**config.mk**
```make
export PLATFORM = sky130hd
export DESIGN_NAME = vga_timing_gen_param
export DESIGN_NICKNAME = d
export VERILOG_FILES = /design/src/rtl/vga_timing_gen_param.sv
export SDC_FILE = /design/constraint.sdc
export NUM_CORES = 1
export LEC_CHECK = 0
export ABC_AREA = 0
export CAP_MARGIN = 10
export CORE_ASPECT_RATIO = 0.75
export CORE_MARGIN = 3
export CORE_UTILIZATION = 56
export CTS_CLUSTER_SIZE = 16
export DETAILED_ROUTE_END_ITERATION = 8
export PLACE_DENSITY = 0.88
export SLEW_MARGIN = 0
export SYNTH_ARGS = -nofsm -noshare
export SYNTH_HDL_FRONTEND = slang
export SYNTH_SLANG_ARGS = --single-unit
```
**constraint.sdc**
```tcl
create_clock -name iCLK -period 4.1 [get_ports iCLK]
set_input_delay 0.615 -clock iCLK [delete_from_list [all_inputs] [get_ports iCLK]]
set_output_delay 0.615 -clock iCLK [all_outputs]
set_load 0.05 [all_outputs]
```
**src/rtl/vga_timing_gen_param.sv**
```systemverilog
// Parametrised VGA timing generator with frame-synchronous output mode select.
// Counters, sample window, pixel request and registered DAC/sync outputs.
module vga_timing_gen_param #(
    parameter int unsigned H_ACTIVE = 640,
    parameter int unsigned H_FP     = 16,
    parameter int unsigned H_SYNC   = 96,
    parameter int unsigned H_BP     = 48,
    parameter int unsigned V_ACTIVE = 480,
    parameter int unsigned V_FP     = 10,
    parameter int unsigned V_SYNC   = 2,
    parameter int unsigned V_BP     = 33,
    parameter bit          HS_POL   = 1'b0,
    parameter bit          VS_POL   = 1'b0,
    parameter int unsigned IN_W     = 10,
    parameter int unsigned OUT_W    = 8,
    parameter int unsigned REQ_LEAD = 2
) (
    input  logic             iCLK,
    input  logic             iRST_N,
    input  logic [1:0]       iMODE,
    input  logic [IN_W-1:0]  iRed,
    input  logic [IN_W-1:0]  iGreen,
    input  logic [IN_W-1:0]  iBlue,
    output logic             oRequest,
    output logic [9:0]       DrawX,
    output logic [9:0]       DrawY,
    output logic [OUT_W-1:0] oVGA_R,
    output logic [OUT_W-1:0] oVGA_G,
    output logic [OUT_W-1:0] oVGA_B,
    output logic             oVGA_H_SYNC,
    output logic             oVGA_V_SYNC,
    output logic             oVGA_BLANK,
    output logic             oVGA_SYNC,
    output logic             oVGA_CLOCK,
    output logic             oFrameStart,
    output logic             oLineStart
);

    localparam int H_TOTAL  = int'(H_SYNC + H_BP + H_ACTIVE + H_FP);
    localparam int HA_START = int'(H_SYNC + H_BP);
    localparam int HA_END   = HA_START + int'(H_ACTIVE);
    localparam int V_TOTAL  = int'(V_SYNC + V_BP + V_ACTIVE + V_FP);
    localparam int VA_START = int'(V_SYNC + V_BP);
    localparam int VA_END   = VA_START + int'(V_ACTIVE);
    localparam int RQ_START = HA_START - int'(REQ_LEAD);
    localparam int RQ_END   = HA_END - int'(REQ_LEAD);
    localparam int BAR_W    = int'(H_ACTIVE / 8);
    localparam int HCW      = $clog2(H_TOTAL);
    localparam int VCW      = $clog2(V_TOTAL);
    localparam int BPW      = $clog2(BAR_W + 1);
    localparam int LSH      = int'(IN_W) + 2 - int'(OUT_W);

    typedef enum logic [1:0] {
        ModePass  = 2'b00,
        ModeGray  = 2'b01,
        ModeBars  = 2'b10,
        ModeBlack = 2'b11
    } mode_e;

    logic [HCW-1:0]   h_cnt_q, h_cnt_d;
    logic [VCW-1:0]   v_cnt_q, v_cnt_d;
    logic [2:0]       bar_q, bar_d;
    logic [BPW-1:0]   px_q, px_d;
    mode_e            mode_q, mode_d;
    logic             req_q, req_d;
    logic             hs_q, hs_d, vs_q, vs_d;
    logic             blank_q, fs_q, fs_d, ls_q, ls_d;
    logic [OUT_W-1:0] r_q, r_d, g_q, g_d, b_q, b_d;

    logic             h_wrap, v_wrap, h_act, v_act, s_win;
    logic             h_req_d, v_act_d;
    logic [IN_W+1:0]  luma_sum;
    logic [OUT_W-1:0] luma;

    always_comb begin
        h_wrap  = (int'(h_cnt_q) == H_TOTAL - 1);
        v_wrap  = (int'(v_cnt_q) == V_TOTAL - 1);
        h_cnt_d = h_wrap ? '0 : h_cnt_q + 1'b1;
        v_cnt_d = v_cnt_q;
        if (h_wrap) begin
            v_cnt_d = v_wrap ? '0 : v_cnt_q + 1'b1;
        end
    end

    always_comb begin
        h_act   = (int'(h_cnt_q) >= HA_START) && (int'(h_cnt_q) < HA_END);
        v_act   = (int'(v_cnt_q) >= VA_START) && (int'(v_cnt_q) < VA_END);
        s_win   = h_act && v_act;
        DrawX   = s_win ? 10'(h_cnt_q - HCW'(HA_START)) : '0;
        DrawY   = s_win ? 10'(v_cnt_q - VCW'(VA_START)) : '0;
        // Request is registered, so it is decoded from the counter value of the next cycle.
        h_req_d = (int'(h_cnt_d) >= RQ_START) && (int'(h_cnt_d) < RQ_END);
        v_act_d = (int'(v_cnt_d) >= VA_START) && (int'(v_cnt_d) < VA_END);
        req_d   = h_req_d && v_act_d;
    end

    // Bar index tracks the current h_cnt; bar 7 never advances so it soaks up the remainder.
    always_comb begin
        bar_d = bar_q;
        px_d  = px_q;
        if (int'(h_cnt_d) == HA_START) begin
            bar_d = '0;
            px_d  = '0;
        end else if (h_act && (bar_q != 3'd7)) begin
            if (int'(px_q) == BAR_W - 1) begin
                bar_d = bar_q + 3'd1;
                px_d  = '0;
            end else begin
                px_d = px_q + 1'b1;
            end
        end
    end

    assign luma_sum = {2'b00, iRed} + {1'b0, iGreen, 1'b0} + {2'b00, iBlue};
    assign luma     = OUT_W'(luma_sum >> LSH);

    always_comb begin
        r_d = '0;
        g_d = '0;
        b_d = '0;
        if (s_win) begin
            unique case (mode_q)
                ModePass: begin
                    r_d = iRed[IN_W-1 -: OUT_W];
                    g_d = iGreen[IN_W-1 -: OUT_W];
                    b_d = iBlue[IN_W-1 -: OUT_W];
                end
                ModeGray: begin
                    r_d = luma;
                    g_d = luma;
                    b_d = luma;
                end
                ModeBars: begin
                    r_d = {OUT_W{~bar_q[2]}};
                    g_d = {OUT_W{~bar_q[1]}};
                    b_d = {OUT_W{~bar_q[0]}};
                end
                ModeBlack: begin
                    r_d = '0;
                    g_d = '0;
                    b_d = '0;
                end
            endcase
        end
    end

    always_comb begin
        hs_d   = (int'(h_cnt_q) < int'(H_SYNC)) ? HS_POL : ~HS_POL;
        vs_d   = (int'(v_cnt_q) < int'(V_SYNC)) ? VS_POL : ~VS_POL;
        ls_d   = (h_cnt_q == '0);
        fs_d   = ls_d && (v_cnt_q == '0);
        mode_d = (h_wrap && v_wrap) ? mode_e'(iMODE) : mode_q;
    end

    always_ff @(posedge iCLK) begin
        if (!iRST_N) begin
            h_cnt_q <= '0;
            v_cnt_q <= '0;
            bar_q   <= '0;
            px_q    <= '0;
            mode_q  <= ModePass;
            req_q   <= 1'b0;
            hs_q    <= ~HS_POL;
            vs_q    <= ~VS_POL;
            blank_q <= 1'b0;
            fs_q    <= 1'b0;
            ls_q    <= 1'b0;
            r_q     <= '0;
            g_q     <= '0;
            b_q     <= '0;
        end else begin
            h_cnt_q <= h_cnt_d;
            v_cnt_q <= v_cnt_d;
            bar_q   <= bar_d;
            px_q    <= px_d;
            mode_q  <= mode_d;
            req_q   <= req_d;
            hs_q    <= hs_d;
            vs_q    <= vs_d;
            blank_q <= s_win;
            fs_q    <= fs_d;
            ls_q    <= ls_d;
            r_q     <= r_d;
            g_q     <= g_d;
            b_q     <= b_d;
        end
    end

    assign oRequest    = req_q;
    assign oVGA_R      = r_q;
    assign oVGA_G      = g_q;
    assign oVGA_B      = b_q;
    assign oVGA_H_SYNC = hs_q;
    assign oVGA_V_SYNC = vs_q;
    assign oVGA_BLANK  = blank_q;
    assign oVGA_SYNC   = 1'b0;
    assign oVGA_CLOCK  = iCLK;
    assign oFrameStart = fs_q;
    assign oLineStart  = ls_q;

endmodule

```
==> results of run 1 <==
## per-stage QoR
stage	util, %	std cells	instance area [um2]	power (mW)	hold slack, ps
after floorplan	-	496	3980	0.812	477
after global placement	72.7	641	4800	0.884	489
after detailed placement	72.7	641	4800	0.897	515
after CTS	76.5	660	5050	1.57	539
after global routing	77.2	660	5100	1.62	576
final	77.2	660	5100	1.56	536
## worst paths after layout
check,from,to,slack (ps),depth (start not counted)
setup / recovery,v_cnt_q[0]$_SDFF_PN0_,DrawX[7],240,8
hold / removal,px_q[6]$_SDFFE_PP0P_,px_q[6]$_SDFFE_PP0P_,540,2
setup reg to reg,v_cnt_q[0]$_SDFF_PN0_,oVGA_B[3]$_SDFF_PN0_,1320,8
hold reg to reg,px_q[6]$_SDFFE_PP0P_,px_q[6]$_SDFFE_PP0P_,540,2
## state kept, by name, indices dropped and copies added, names as in the netlist
| register | count |
|---|---|
| h_cnt_q | 10 |
| v_cnt_q | 10 |
| oVGA_B | 8 |
| oVGA_G | 8 |
| oVGA_R | 8 |
| px_q | 7 |
| bar_q | 3 |
| mode_q | 2 |
| oFrameStart | 1 |
| oLineStart | 1 |
| oRequest | 1 |
| oVGA_BLANK | 1 |
| oVGA_H_SYNC | 1 |
| oVGA_V_SYNC | 1 |
## routing by layer
layer | global-route usage (%) | vias up | wire (um)
met1 | 38.4 | 1815 | 4770
li1 | - | 1834 | -
met3 | 9.48 | 44 | 1230
met4 | 13.1 | 0 | 311
met2 | 41.3 | 260 | 5040
met5 | 0 | - | 0
## cell families (layout without fill, tap and decap cells)
group	Yosys count	after routing	share of synthesized area, %
xor+xnor	30	30	6.78
compound gates	105	105	17.3
other cells	1	1	0.0941
fa+ha+maj	31	31	11.4
mux	6	6	1.54
simple gates	199	199	25.2
flops	62	62	31.2
buf+inv	62	132	6.50
## cell type report
type	instances	share of cell area (%)
clock buffers	14	3.51
inverters	27	1.99
well taps	94	2.31
multi-input cells	372	48.7
clock inverters	6	1.69
flip-flops and latches	62	24.3
repair buffers	85	17.4
## worst min-delay path, cell delays in order (launching register included)
cell     delay (ps)
dfxtp_1         320
o21ai_0          80
a31oi_1          80
## power by group through the flow
| stage | clock network, mW | registers [mW] | logic [mW] |
|---|---|---|---|
| floorplan | 0.0526 | 0.636 | 0.123 |
| global placement | 0.0563 | 0.626 | 0.202 |
| detailed placement | 0.0563 | 0.626 | 0.215 |
| CTS | 0.736 | 0.612 | 0.218 |
| global route | 0.761 | 0.613 | 0.242 |
| finish | 0.727 | 0.612 | 0.224 |
## cells in the final DEF, fill, tap and decap left out, types with 3 or more instances in the layout
cell / Yosys / routed
ha_1: 22 / 22
nand4_1: 7 / 7
and2_1: 6 / 6
inv_1: 25 / 25
a211oi_1: 7 / 7
nor2_1: 74 / 74
xnor2_1: 20 / 20
nand3_1: 10 / 10
xor2_1: 9 / 9
nand2_1: 39 / 39
nor2b_1: 4 / 4
nor3_1: 14 / 14
dfxtp_1: 62 / 62
and3_1: 5 / 5
o221a_2: 7 / 7
a31oi_1: 5 / 5
or3_1: 5 / 5
a21oi_1: 37 / 37
or2_2: 4 / 4
nor3b_1: 4 / 4
o21a_1: 3 / 3
nand2b_1: 9 / 9
fa_1: 9 / 9
clkbuf_8: 0 / 12
a21o_1: 7 / 7
mux2i_1: 5 / 5
clkdlybuf4s50_1: 0 / 64
nor4_1: 5 / 5
o21ai_0: 20 / 20
dlymetal6s2s_1: 0 / 18
==> results by group, run 1 <==
Outcome
  • Status: finished, final reports clean

Synth
  • Yosys Warn Count: 0
  • Synth Net Count: between 500 and 600
  • Post-synth top area share: 31.2%
  • Main area contributors after synthesis: dfxtp_1 31%, nor2_1 7.0%, ha_1 6.9%
  • Dominant synthesized flop cell: dfxtp_1
  • Top-count cell post-synth: nor2_1
  • Syn Area/Cell: 8.03 um2
  • Top post-synthesis cells by count: 74 x nor2_1, 62 x dfxtp_1, 39 x nand2_1, 37 x a21oi_1
  • #FFs+latches synth: 62
  • Ys async rst share: 0%
  • Share of the yosys chip area belonging to registers: a little under a third
  • Synth area leader: dfxtp_1
  • Post-synth EDFFs: 0
  • Distinct cells, synth: 62
  • Synthesized area: about 0.004 mm2
  • Synth Instances: 496

Clocking
  • Postcts setup bufs: 0
  • Clk Latency, worst-skew pair: around 460 ps
  • Number of hold buffers added after cts: 0
  • Worst-path clk slew: approximately 70 ps
  • Post-cts resize count: 2
  • TritonCTS clock tree: built

Die
  • Initial Util: a little over 60%
  • Die ar.: ~0.0082 mm2
  • Row Count: 25
  • Die span in x: between 100 and 150 um
  • Top Ports: 86
  • Core area: about 0.0066 mm2
  • Die Y: between 70 and 80 um

Global routing
  • First-pass GRT wire length: 17.9 mm
  • GRT Residual Overflow: 0
  • Initial antenna violation count: 0
  • Largest net degree at the start of global routing: 23
  • Gr usage total: 28.6%
  • Vias in the first global route: roughly 3,700

Timing
  • Worst Tran Pin Value: 732 ps
  • Fin crit period: 3860 ps
  • Max Slew Vio Count: 0
  • Final WS setup: ~240 ps
  • Hold Fails Final Rpt: 0
  • Setup_tns: 0 ps
  • Slew headroom: a little over 50%
  • Fmax: roughly 260 MHz
  • Final setup fails: 0
  • Final Cycle Share: between 90% and 100%
  • Unrepaired setup endpoints after global routing: no
  • Clock Skew: approximately 13 ps

Power and ir drop
  • P_leak: approximately 2.4 nW
  • Clock power frac: between 40 and 50%
  • PD cells: 307 mW/mm2
  • Sw Ratio: 27.6%
  • Max IR drop VDD: roughly 0.4 mV
  • Share of power burned in registers: a little under 40%
  • NetSw: 432 uW
  • P_int: 1.13 mW
  • Comb power frac: between 10% and 20%

Setup path
  • Delay of the slowest critical-path stage: roughly 560 ps
  • Slowest CP cell: dlygate4sd2_1
  • Crit path kind: reg2out
  • Critical path, cell by cell: ha_1, nor4_1, nand2b_1, a21oi_1, a31oi_1, or2_2, nor3_1, dlygate4sd2_1
  • Worst Path Required: roughly 3500 ps
  • CP bufs+invs: 1
  • Critical-path maximum fanout: 20
  • Worst setup SP type: register
  • CP Data Arrival Time: roughly 3300 ps
  • CP top delay family: simple AND/OR/NAND/NOR gates
  • Worst setup EP type: output pin

Job
  • Max-cap violations: 0

Route
  • Number of remaining DRC errors: 0
  • Post-route ant nets: 0
  • DRT Wirelength: ~11 mm
  • Mean routed wirelength per cell: about 17 um
  • Iteration-0 DRC Markers: 309
  • Vias per Instance: about 6.0
  • Drt pass-1 iters: 5
  • DR vias: roughly 4,000

Placement
  • # port buffers: 84
  • Pre-CTS setup slack: between 300 and 400 ps
  • Detailed placement HPWL: slightly above 8 mm
  • GPL Wtd Cong: roughly 0.94

Final layout
  • Antenna diodes: 0
  • # nets final: 626
  • Share of layout cells above drive strength 1: approximately 7.8%
  • Reg area: around 0.0012 mm2
  • Fill count: 457
  • Multi-input logic area: around 0.0025 mm2
  • Layout area overhead: 28.0%

Hold path
  • Worst hold path type: reg2reg
(Power assumes the default switching activity.)
==> run 2: changes to the inputs <==
- CORE_UTILIZATION: 56 -> 52
- PLACE_DENSITY: 0.88 -> 0.83
- clock period: 4.1 -> 4.2 ns (I/O delays scaled with it)
==> run 2 against run 1 <==
  * Sequential share of layout area decreased by 0.095 points
  * First-iteration DRC count increased by 12%
  * Power decreased by 1.6%
  * Register-to-register slack improved by 190 ps
  * Count of clock-buffer cells in the layout unchanged
  * Combinational power decreased by 6%
  * Via count decreased by 1.8%
  * Critical endpoint is now DrawY[5]
  * Largest cell class unchanged
  * Largest power group unchanged
  * Highest routed layer unchanged
==> results by group, run 2 (same netlist as run 1, synthesis figures left out) <==
Power and ir drop
  • PD cells: between 300 and 400 mW/mm2
  • Max IR drop VDD: around 0.35 mV
  • NetSw: roughly 420 uW
  • P_leak: around 2.4 nW
  • Share of power burned in registers: between 30% and 40%
  • Clock power frac: between 40% and 50%
  • P_int: 1.12 mW
  • Comb power frac: between 10% and 20%
  • Sw Ratio: about 27%

Final layout
  • Share of layout cells above drive strength 1: under 10%
  • Most frequent cells in the layout: 74 x nor2_1, 64 x clkdlybuf4s50_1, 62 x dfxtp_1, 39 x nand2_1, 37 x a21oi_1
  • Final core utilization: between 70% and 80%
  • Reg area: approximately 0.0012 mm2
  • Layout area overhead: 28.5%
  • Biggest regs: h_cnt_q (10), v_cnt_q (10)
  • Commonest non-fill, non-tap cell in the layout: nor2_1
  • # nets final: between 600 and 700
  • Layout Cells excl Fill: 663
  • Antenna diodes: 0
  • Finished Cell Area: 0.00512 mm2
  • Multi-input logic area: 0.00249 mm2
  • Fill count: approximately 540

Route
  • DR vias: approximately 3,900
  • Number of remaining DRC errors: 0
  • Iteration-0 DRC Markers: about 350
  • Vias per Instance: ~6
  • Drt pass-1 iters: 5
  • DRT Wirelength: ~11 mm
  • Post-route ant nets: 0
  • Mean routed wirelength per cell: between 15 and 20 um

Timing
  • Clock Skew: about 11 ps
  • Final setup fails: 0
  • Max Slew Vio Count: 0
  • Unrepaired setup endpoints after global routing: no
  • Final Cycle Share: around nine tenths
  • Worst Tran Pin Value: approximately 740 ps
  • Fmax: around 260 MHz
  • Fin crit period: 3790 ps
  • Min Hold Slack: ~520 ps
  • Setup_tns: 0 ps
  • Slew headroom: 50.4%
  • Hold Fails Final Rpt: 0

Die
  • Top Ports: 86
  • Initial Util: between 50% and 60%
  • Die span in x: approximately 110 um
  • Row Count: 26
  • Die ar.: just under 0.009 mm2
  • Die Y: ~82 um
  • Core area: 0.00712 mm2

Clocking
  • Post-cts resize count: 0
  • Worst-path clk slew: about 80 ps
  • TritonCTS clock tree: built
  • Number of hold buffers added after cts: 0
  • Clk Latency, worst-skew pair: approximately 460 ps
  • Postcts setup bufs: 0

Hold path
  • Worst hold path type: reg2reg

Setup path
  • Critical-path maximum fanout: 20
  • CP Data Arrival Time: between 3000 and 4000 ps
  • Worst Path Required: 3570 ps
  • Crit path kind: reg2out
  • Worst setup EP type: output pin
  • Worst setup SP type: register

Placement
  • Inst Count DP: 644
  • Detailed placement HPWL: approximately 8.2 mm
  • Placed Instance Area: approximately 0.0048 mm2
  • # port buffers: between 80 and 90
  • GPL Wtd Cong: slightly above 0.9

Global routing
  • Vias in the first global route: about 3,600
  • Largest net degree at the start of global routing: 23
  • Initial antenna violation count: 0
  • First-pass GRT wire length: between 15 and 20 mm
  • Gr usage total: 25.8%
  • GRT Residual Overflow: 0

Outcome
  • Status: finished, final reports clean

Job
  • Max-cap violations: 0
## run 2: changes by cell type in the layout (fill, tap and decap cells not counted)
cell,change
clkinvlp_4,+1
nor4_1,-1
buf_4,-1
dlygate4sd2_1,-2
dlymetal6s2s_1,+2
clkbuf_8,+1
nor4_2,+1
clkinv_4,-1
clkbuf_1,-1
## run 2: layer usage
layer	global-route usage [%]	vias up	routed length (um)
met1	36.0	1807	4790
met2	38.5	212	4870
met3	6.99	31	1030
met4	8.94	0	209
li1	-	1833	-
met5	0	-	0
## run 2: path summary, 6_finish.rpt
check / cells past startpoint / slack, ps / from / end
max: 8 / 410 / v_cnt_q[0]$_SDFF_PN0_ / DrawY[5]
min: 2 / 520 / px_q[6]$_SDFFE_PP0P_ / px_q[6]$_SDFFE_PP0P_
max reg2reg: 9 / 1510 / h_cnt_q[4]$_SDFF_PN0_ / bar_q[2]$_SDFFE_PP0P_
min reg2reg: 2 / 520 / px_q[6]$_SDFFE_PP0P_ / px_q[6]$_SDFFE_PP0P_
## run 2: power by group through the flow
| stage | Combinational (mW) | Sequential, mW | Clock (mW) |
|---|---|---|---|
| 2_1_floorplan | 0.120 | 0.621 | 0.0513 |
| 3_5_place_dp | 0.202 | 0.612 | 0.0549 |
| 6_report | 0.210 | 0.598 | 0.731 |
| 5_1_grt | 0.228 | 0.599 | 0.769 |
| 4_1_cts | 0.205 | 0.598 | 0.739 |
| 3_3_place_gp | 0.195 | 0.611 | 0.0549 |
## run 2: area by class of cell
type	instances	share of cell area (%)
clock buffers	14	3.69
clock inverters	6	1.66
inverters	27	1.98
multi-input cells	372	48.7
flip-flops and latches	62	24.3
well taps	98	2.40
repair buffers	84	17.4
## run 2: critical path, stage by stage (launching register included)
cell,delay [ps]
dfxtp_1,560
ha_1,410
nor4_2,120
nand2b_1,240
a21oi_1,160
a31oi_1,60
or2_2,480
nor3_1,230
dlymetal6s2s_1,440
## run 2: metrics by stage
step                      setup slack (ps)  power (mW)
final                                  409        1.54
after global routing                   220        1.60
after CTS                             17.5        1.54
after detailed placement               532       0.869
after global placement                 646       0.861
after floorplan                        754       0.793
==> run 3: changes to the inputs <==
- ABC_AREA: 0 -> 1
- PLACE_DENSITY: 0.83 -> 0.82
==> run 3 against run 2 <==
  * Non-clock buffer count did not move
  * Setup slack improved by 23 ps
  * Global-route usage fell by 1.3 points
  * Critical path depth rose by 4
  * Wire length rose by 5.5%
  * Sequential share of layout area fell by 1.3 points
  * Via count rose by 13%
  * Largest cell class unchanged
  * Core utilization fell by 3.9 points
  * Die area rose by 7.1%
  * Power fell by 3.9%
==> results by group, run 3 <==
Outcome
  • Status: finished, final reports clean

Setup path
  • Worst reg-to-reg setup slack: ~1700 ps
  • Reg-to-reg startpoint: h_cnt_q[4]$_SDFF_PN0_
  • Worst setup EP type: output pin
  • Crit path kind: reg2out
  • Slowest CP cell: clkdlybuf4s50_1
  • Most Frequent Cell on Critical Path: inv_1
  • Delay of the slowest critical-path stage: 820 ps
  • Worst Path Required: roughly 3600 ps
  • Critical path, cell by cell: inv_1, ha_1, a21oi_2, nor2_1, o21ai_2, nand2_2, inv_1, nand2_2, inv_1, nand2_1, a31oi_1, clkdlybuf4s50_1
  • Reg2Reg Capture Point: oVGA_G[0]$_SDFF_PN0_
  • Crit. Startpoint: h_cnt_q[4]$_SDFF_PN0_
  • CP top delay family: buffers and inverters
  • CP Data Arrival Time: about 3100 ps
  • Path depth of the worst reg2reg path: 11
  • CP bufs+invs: 4
  • Critical-path maximum fanout: 21
  • Worst setup SP type: register

Global routing
  • Largest net degree at the start of global routing: 22
  • GR Util met3: ~6.4%
  • Global route hottest layer: met2
  • First-pass GRT wire length: between 15 and 20 mm
  • Vias in the first global route: 4,077
  • GRT Residual Overflow: 0
  • M2 GR Usage: between 30% and 40%
  • Gr usage total: approximately 25%
  • Initial antenna violation count: 0
  • Global routing usage on met1: ~32%

Die
  • Top Ports: 86
  • Initial Util: between 50 and 60%
  • Core area: 0.00795 mm2
  • Die ar.: roughly 0.0094 mm2
  • Die span in x: about 110 um
  • Die Y: 84.6 um
  • Row Count: 28

Synth
  • Dominant synthesized flop cell: dfxtp_1
  • Share of the yosys chip area belonging to registers: between 20% and 30%
  • Post-synth EDFFs: 0
  • Ys async rst share: 0%
  • Post-synth top area share: between 20 and 30%
  • Synthesized area: roughly 0.0043 mm2
  • Yosys Warn Count: 0
  • Synth area leader: dfxtp_1
  • Distinct cells, synth: 42
  • Syn Area/Cell: approximately 6.7 um2
  • Top-count cell post-synth: nand2_1
  • Synth Net Count: around 700
  • Top post-synthesis cells by count: 149 x nand2_1, 88 x nor2_1, 84 x inv_1, 62 x dfxtp_1, 50 x nand3_1
  • Synth Instances: 638
  • #FFs+latches synth: between 60 and 70
  • Main area contributors after synthesis: dfxtp_1 29%, nand2_1 13%, nor2_1 7.7%

Route
  • Vias per Instance: between 5 and 6
  • Mean routed wirelength per cell: 13.9 um
  • DR vias: ~4,400
  • Number of remaining DRC errors: 0
  • DRT Wirelength: ~12 mm
  • Iteration-0 DRC Markers: just under 300
  • Drt pass-1 iters: 6
  • Post-route ant nets: 0

Final layout
  • Final core utilization: around two thirds
  • Commonest non-fill, non-tap cell in the layout: nand2_1
  • Finished Cell Area: approximately 0.0054 mm2
  • # nets final: between 700 and 800
  • Antenna diodes: 0
  • Share of layout cells above drive strength 1: 8.56%
  • Most frequent cells in the layout: 148 x nand2_1, 88 x nor2_1, 84 x inv_1, 84 x clkdlybuf4s50_1, 62 x dfxtp_1
  • Biggest regs: h_cnt_q (10), v_cnt_q (10)
  • Layout area overhead: 26.0%

Timing
  • Fin crit period: between 3000 and 4000 ps
  • Final setup fails: 0
  • Final Cycle Share: 89.7%
  • Max Slew Vio Count: 0
  • Final WS setup: around 430 ps
  • Fmax: 265 MHz
  • Unrepaired setup endpoints after global routing: no
  • Slew headroom: 21.1%
  • Clock Skew: between 10 and 15 ps
  • Hold Fails Final Rpt: 0
  • Worst Tran Pin Value: 1180 ps
  • Setup_tns: 0 ps

Power and ir drop
  • Share of power burned in registers: around two fifths
  • P_int: around 1.1 mW
  • Max IR drop VDD: 0.492 mV
  • NetSw: around 420 uW
  • PD cells: 274 mW/mm2
  • P_leak: 2.60 nW
  • Clock power frac: between 40% and 50%
  • Comb power frac: between 10% and 20%
  • Sw Ratio: 28.3%

Clocking
  • Clk Latency, worst-skew pair: approximately 450 ps
  • Postcts setup bufs: 0
  • TritonCTS clock tree: built
  • Worst-path clk slew: 70 ps

Hold path
  • Hold Crit Start: px_q[1]$_SDFFE_PP0P_
  • Cells on Worst Hold Path: 2
  • Hold path endpoint: px_q[1]$_SDFFE_PP0P_
  • Worst hold path type: reg2reg

Placement
  • Pre-CTS setup slack: 691 ps
  • # port buffers: 84
  • GPL Wtd Cong: slightly below 1
  • Placed Instance Area: between 0.005 and 0.006 mm2
  • Detailed placement HPWL: 8.94 mm

Job
  • Max-cap violations: 0
==> run 3: stage by stage <==
step | hold slack [ps] | cells | total power, mW
after floorplan | 465 | 638 | 0.806
final | 493 | 829 | 1.48
after detailed placement | 486 | 810 | 0.889
after global placement | 476 | 810 | 0.882
after CTS | 495 | 829 | 1.49
after global routing | 518 | 829 | 1.54
==> run 3: cells by family (layout without fill, tap and decap cells) <==
| group | after synthesis | after routing | share of synthesized area, % |
|---|---|---|---|
| buffers and inverters | 110 | 196 | 10.8 |
| other | 1 | 1 | 0.0875 |
| adder cells (fa/ha/maj) | 31 | 31 | 10.6 |
| flip-flops | 62 | 62 | 29.0 |
| XOR/XNOR | 12 | 12 | 2.45 |
| AO/OA/AOI/OAI | 78 | 78 | 10.6 |
| AND/OR/NAND/NOR | 344 | 344 | 36.5 |
==> run 3: worst max path at each step <==
stage / endpoint / slack (ps) / depth (start not counted)
after floorplan: DrawX[7] / 1300 / 12
after global placement: oVGA_CLOCK / 800 / 1
after detailed placement: DrawX[7] / 690 / 12
after CTS: DrawX[7] / 210 / 12
after global routing: DrawX[7] / 220 / 12
final: DrawX[7] / 430 / 12
==> run 3: final cells by class <==
| type | instances | area (um2) |
|---|---|---|
| Multi-Input combinational cell | 466 | 2580 |
| Tap cell | 105 | 131 |
| Sequential cell | 62 | 1240 |
| Clock inverter | 2 | 12.5 |
| Clock buffer | 18 | 244 |
| Inverter | 92 | 350 |
| Fill cell | 676 | 2550 |
| Timing Repair Buffer | 84 | 838 |
==> run 3: what timing repair did <==
item,4_1_cts,5_1_grt
gates resized for setup,0,1
setup endpoints to repair,0,2
hold buffers,0,0
==> run 3: worst register-to-register path: stages, from the launching register on <==
cell     delay, ps
dfxtp_1        430
inv_1          140
ha_1           260
a21oi_2        190
nor2_1          70
o21ai_2         60
nand2_2         90
inv_1           80
nand2_2        250
nor2_2         480
inv_2          240
a31oi_1        190
==> run 3: power groups by stage <==
stage	clock, mW	sequential (mW)	combinational (mW)
floorplan	0.0513	0.621	0.134
global placement	0.0549	0.611	0.216
detailed placement	0.0549	0.611	0.223
CTS	0.660	0.598	0.230
global route	0.687	0.598	0.258
finish	0.646	0.598	0.235
==> run 3: per-layer routing <==
| layer | share of wire, % | up-vias | wire, um |
|---|---|---|---|
| li1 | - | 2194 | - |
| met2 | 45 | 219 | 5180 |
| met3 | 9.0 | 35 | 1040 |
| met4 | 2.0 | 0 | 231 |
| met5 | 0 | - | 0 |
| met1 | 44 | 1955 | 5050 |
